<file path="src/rtl/ntt_pkg.sv">
// Shared constants, FSM encoding and address helpers for the NTT bank scheduler.
package ntt_pkg;

  localparam int unsigned LOG_N      = 10;
  localparam int unsigned N_BANKS    = 8;
  localparam int unsigned BANK_DEPTH = 128;
  localparam int unsigned ADDR_W     = LOG_N;
  localparam int unsigned LANES      = N_BANKS;
  localparam int unsigned GROUP_W    = LANES * ADDR_W;
  localparam int unsigned CNT_W      = $clog2(BANK_DEPTH);
  localparam int unsigned STAGE_W    = 4;
  localparam int unsigned BF_W       = LOG_N - 1;

  typedef enum logic [1:0] {
    IDLE   = 2'd0,
    ISSUE  = 2'd1,
    DRAIN  = 2'd2,
    FINISH = 2'd3
  } state_e;

  // One write-back delay-line slot; last marks the final group of a stage.
  typedef struct packed {
    logic               valid;
    logic               last;
    logic [GROUP_W-1:0] addr;
  } wb_entry_t;

  // Butterfly index j -> lower pair address: a zero bit inserted at position s.
  function automatic logic [ADDR_W-1:0] insert_zero(input logic [BF_W-1:0]    j,
                                                   input logic [STAGE_W-1:0] s);
    logic [ADDR_W-1:0] jw;
    logic [ADDR_W-1:0] mask;
    jw   = ADDR_W'(j);
    mask = (ADDR_W'(1) << s) - ADDR_W'(1);
    return ((jw & ~mask) << 1) | (jw & mask);
  endfunction

endpackage

</file>
<file path="src/rtl/ntt_pair_addr_gen.sv">
// Combinational lo/hi address pairs for the four butterflies of one issue group.
module ntt_pair_addr_gen
  import ntt_pkg::*;
(
  input  logic [STAGE_W-1:0] stage,
  input  logic [CNT_W-1:0]   cnt,
  output logic [GROUP_W-1:0] addr_group_c
);

  logic [ADDR_W-1:0] lo;
  logic [ADDR_W-1:0] hi;

  // Butterfly j = 4*cnt + k; slot 2k holds lo, slot 2k+1 holds its partner.
  always_comb begin
    addr_group_c = '0;
    lo           = '0;
    hi           = '0;
    for (int k = 0; k < int'(LANES / 2); k++) begin
      lo = insert_zero({cnt, 2'(k)}, stage);
      hi = lo | (ADDR_W'(1) << stage);
      addr_group_c[(2 * k) * ADDR_W +: ADDR_W]     = lo;
      addr_group_c[(2 * k + 1) * ADDR_W +: ADDR_W] = hi;
    end
  end

endmodule

</file>
<file path="src/rtl/ntt_bank_scheduler.sv">
// Sequences one in-place radix-2 NTT/INTT pass: read-group issue, write-back delay
// line and inter-stage drain so no stage reads ahead of the previous stage's writes.
module ntt_bank_scheduler
  import ntt_pkg::*;
#(
  parameter int unsigned BF_LAT = 6
) (
  input  logic                clk,
  input  logic                rst,
  input  logic                start,
  input  logic                inverse,
  input  logic                dp_ready,
  output logic                busy,
  output logic                done,
  output logic                rd_valid,
  output logic [GROUP_W-1:0]  rd_addr,
  output logic [STAGE_W-1:0]  rd_stage,
  output logic                wr_valid,
  output logic [GROUP_W-1:0]  wr_addr
);

  state_e              state_q;
  state_e              state_d;
  logic [STAGE_W-1:0]  stage_q;
  logic [CNT_W-1:0]    cnt_q;
  logic                inv_q;
  wb_entry_t           wb_q [BF_LAT];
  logic [GROUP_W-1:0]  group_c;
  logic                last_issue_c;
  logic                last_wb_c;
  logic                final_stage_c;

  ntt_pair_addr_gen u_addr_gen (
    .stage        (stage_q),
    .cnt          (cnt_q),
    .addr_group_c (group_c)
  );

  assign last_issue_c  = (state_q == ISSUE) && dp_ready && (cnt_q == CNT_W'(BANK_DEPTH - 1));
  assign last_wb_c     = wb_q[BF_LAT-1].last;
  assign final_stage_c = inv_q ? (stage_q == '0) : (stage_q == STAGE_W'(LOG_N - 1));

  always_ff @(posedge clk or posedge rst) begin
    if (rst) state_q <= IDLE;
    else     state_q <= state_d;
  end

  // Drain ends when the stage's last group emerges from the delay line.
  always_comb begin
    state_d = state_q;
    case (state_q)
      IDLE:    if (start)        state_d = ISSUE;
      ISSUE:   if (last_issue_c) state_d = DRAIN;
      DRAIN:   if (last_wb_c)    state_d = final_stage_c ? FINISH : ISSUE;
      FINISH:                    state_d = IDLE;
      default:                   state_d = IDLE;
    endcase
  end

  always_comb begin
    busy     = (state_q == ISSUE) || (state_q == DRAIN);
    done     = (state_q == FINISH);
    rd_valid = (state_q == ISSUE) && dp_ready;
    rd_addr  = ((state_q == ISSUE) && dp_ready) ? group_c : '0;
    rd_stage = ((state_q == ISSUE) && dp_ready) ? stage_q : '0;
  end

  // Stage/group counters; inverse is captured only when a pass is accepted.
  always_ff @(posedge clk or posedge rst) begin
    if (rst) begin
      stage_q <= '0;
      cnt_q   <= '0;
      inv_q   <= 1'b0;
    end else begin
      case (state_q)
        IDLE: if (start) begin
          inv_q   <= inverse;
          stage_q <= inverse ? STAGE_W'(LOG_N - 1) : '0;
          cnt_q   <= '0;
        end
        ISSUE: if (dp_ready) cnt_q <= cnt_q + CNT_W'(1);
        DRAIN: if (last_wb_c && !final_stage_c)
          stage_q <= inv_q ? stage_q - STAGE_W'(1) : stage_q + STAGE_W'(1);
        default: ;
      endcase
    end
  end

  // Free-running write-back delay line, deliberately not stalled by dp_ready.
  always_ff @(posedge clk or posedge rst) begin
    if (rst) begin
      for (int i = 0; i < int'(BF_LAT); i++) wb_q[i] <= '0;
    end else begin
      wb_q[0] <= {rd_valid, last_issue_c, rd_addr};
      for (int i = 1; i < int'(BF_LAT); i++) wb_q[i] <= wb_q[i-1];
    end
  end

  assign wr_valid = wb_q[BF_LAT-1].valid;
  assign wr_addr  = wb_q[BF_LAT-1].addr;

endmodule
</file>
<file path="config.mk">
export PLATFORM = sky130hd
export DESIGN_NAME = ntt_bank_scheduler
export DESIGN_NICKNAME = d
export VERILOG_FILES = /design/src/rtl/ntt_pkg.sv /design/src/rtl/ntt_pair_addr_gen.sv /design/src/rtl/ntt_bank_scheduler.sv
export SDC_FILE = /design/constraint.sdc
export NUM_CORES = 1
export LEC_CHECK = 0
export BUFFER_PORTS_ARGS = -buffer_cell sky130_fd_sc_hd__buf_2
export CAP_MARGIN = 15
export CORE_UTILIZATION = 45
export CTS_BUF_LIST = sky130_fd_sc_hd__clkbuf_8
export DETAILED_ROUTE_END_ITERATION = 16
export PLACE_DENSITY = 0.78
export SLEW_MARGIN = 20
export SYNTH_ARGS = -nofsm -noshare
export SYNTH_HDL_FRONTEND = slang
export SYNTH_SLANG_ARGS = --single-unit
</file>
<file path="constraint.sdc">
create_clock -name clk -period 6.65 [get_ports clk]
set_input_delay 0.3325 -clock clk [delete_from_list [all_inputs] [get_ports clk]]
set_output_delay 0.3325 -clock clk [all_outputs]
set_load 0.03 [all_outputs]
</file>
==> metrics.txt <==
clock latency on the worst-skew pair=440 ps; critical path's largest stage delay=between 700 and 800 ps; Worst Max-Slew Pin Slew=829.0 ps; DIE WIDTH=~120 microns; vias after detailed routing=3300; initial core utilization=0.4669; Critical Path Most Common Cell=nor2_1; min-delay worst type=input pin to async pin; setup repair after global routing missed its margin=no; ANT cells=0; chip height=approximately 120 microns; worst path arrival time=about 3500 ps; Peak Freq=0.2622 GHz; synth top area cells=dfrtp_1 67%, buf_4 15%, ha_1 2.3%; IO Port Bufs=around 170; CTS buffer count=17; Clock Skews=10.25 ps; non-filler cells, final=around 730; critical path type=register to primary output; Mean Syn Cell Area=between 10 and 15 sq um; Rel. slew slack=0.4395; post-route minimum period=3815 ps; period utilization=0.5736; dpl ws=between 3000 and 4000 ps; critical path endpoint category=primary output; setup violators final=0; post-synth top area share=0.6692; Total GRT Usage=0.1382; Post-route DRC=0; total routed wirelength=about 9.9 mm; area of the multi-input gates=around 1100 sq um; Final Hold Fails=0; Setup TNS=0 ps; row cnt=43; flip-flop and latch area=4404 sq um; area of the core=~14000 sq um; Yosys top cell by area=dfrtp_1; LEAKAGE=roughly 4.0 nW; Critical Path RT=6320 ps; sequential area share after synthesis=0.6692; vias in the first global route=approximately 3000; CP max FO=19; CTS-repair resized insts=0; maxcap violations=0; async set-reset flop share out of synthesis=1.000; DP HPWL=between 6 and 7 mm; router iterations before antenna repair=5; Slowest cell on crit path=dfrtp_1; GP Congestion=~0.78; Most used DFF post-synth=dfrtp_1; post-CTS setup buffers=0; Hold Buf Count CTS=0; Synth Instances=between 400 and 500; area grow syn2layout=6.635%; EDFF count, synth=0; top-level port count=173; Total Nets Final=551; initial antenna violation count=0; Slew Limit Fails=0; total clock sinks=between 150 and 200; mapped cell area=~6600 sq um; register bit count reported by yosys=between 150 and 200; status=complete, no violations; die area=approximately 15000 sq um; root buffer cell=clkbuf_8; drt wl/cell=around 14 microns; layout cells sized above 1=0.3864; Overflow after GRT=0; first-pass GRT wire length=approximately 15 mm; final worst slack=between 2000 and 3000 ps; worst vdd ir=approximately 0.24 mV; CTS max path bufs=2; CTS tree=yes; synth unique cells=54; H-Tree Depth=4; largest net degree at the start of global routing=90; clk slew on worst S/H paths=90 ps; filler instances=1228; placed insts=roughly 690; vias per cell=approximately 4.5; Critical Path, Cell by Cell=nor2_1 -> nand2_1 -> ha_1 -> nor2_1 -> mux2_2 -> a21oi_1 -> a31o_2 -> buf_2; power per cell area=about 480 nW/um^2; ANT nets after route=0; Initial DRC Count=140; Ys Warns=0; startpoint types=register
==> report_power, final <==
group	internal (W)	switching (W)	total, W
sequential	0.00131	0.000164	0.00147
combinational	0.000339	0.000802	0.00114
clock	0.000378	0.000373	0.000751
total	0.00202	0.00134	0.00336
==> kinds of logic after synthesis <==
group                      after synthesis  share of synthesized area
DFF                                    176                     0.6692
buffers and inverters                  160                     0.1696
and+or+nand+nor                         79                    0.06122
AOI/OAI and AO/OA                       49                    0.05628
adders and majority gates               13                    0.02586
xor gates and xnor gates                 8                    0.01065
muxes                                    4                   0.006654
other                                    1                  0.0005698
==> stage by stage <==
| step | cell area [sq um] | utilization | hold slack [ps] | power, W |
|---|---|---|---|---|
| final | 7018 | 0.4979 | 27.42 | 0.003362 |
| after global routing | 7018 | 0.4979 | 57.12 | 0.003571 |
| after CTS | 7014 | 0.4976 | 31.94 | 0.003399 |
| after detailed placement | 6598 | 0.4680 | 334.7 | 0.002636 |
| after global placement | 6598 | 0.4680 | 331.3 | 0.002614 |
| after floorplan | 6600 | - | 331.2 | 0.002547 |
==> per-layer routing <==
layer,share of wire,vias up,GRT usage
li1,-,1541,-
met1,0.43,1597,0.1745
met2,0.49,147,0.2124
met3,0.063,15,0.05397
met4,0.015,0,0.05793
met5,0,-,0
==> flip-flops by register name, indices dropped and copies added (netlist names) <==
register   flops
wr_addr       26
last_wb_c      1
stage_q        4
cnt_q          7
state_q        2
wb_q         135
inv_q          1
==> layout make-up <==
class	instances	area share
well taps	180	0.03209
clock inverters	15	0.02603
repair buffers	167	0.1200
inverters	12	0.007131
multi-input cells	159	0.1539
clock buffers	17	0.03334
flip-flops and latches	176	0.6276
==> synth_stat cells (all sizes together), types with 3 or more instances <==
| cell | instances |
|---|---|
| dfrtp | 176 |
| buf | 137 |
| nor2 | 29 |
| nand2 | 14 |
| ha | 12 |
| inv | 12 |
| clkbuf | 11 |
| a21oi | 10 |
| xnor2 | 7 |
| nand3 | 6 |
| nor2b | 6 |
| a31oi | 5 |
| o21ai | 5 |
| a21o | 4 |
| nand3b | 4 |
| a2bb2oi | 3 |
| and3 | 3 |
| mux2 | 3 |
| nor3 | 3 |
| o31ai | 3 |
==> worst paths after layout <==
check | startpoint | cells past startpoint | slack [ps] | end
hold reg to reg | wb_q[228] | 0 | 340 | wb_q[146]
setup / recovery | stage_q[2] | 8 | 2840 | rd_addr[19]
hold / removal | rst | 2 | 30 | wr_addr[66]
min in group clk | inverse | 2 | 170 | inv_q
max in group asynchronous | rst | 3 | 5420 | wr_addr[62]
setup reg to reg | stage_q[2] | 7 | 3760 | wb_q[469]
==> worst max-delay path: cells and delay by family (launching register included) <==
kind	cells	cell delay, ps
buffers and inverters	1	230
multiplexers	1	300
AND/OR/NAND/NOR	3	560
AO/OA/AOI/OAI	2	740
adder cells (fa/ha/maj)	1	420
flip-flops	1	780
==> placed cells by master (no fill, tap or decap), types with 5 or more instances in the layout <==
cell type  instances
dfrtp_1          176
buf_2            166
nor2_1            28
clkbuf_8          17
nand2_1           14
ha_1              12
inv_1             11
a21oi_1           10
xnor2_1            7
nand3_1            6
conb_1             6
nor2b_1            5
a31oi_1            5
o21ai_0            5
inv_6              5
(Power assumes the default switching activity.)
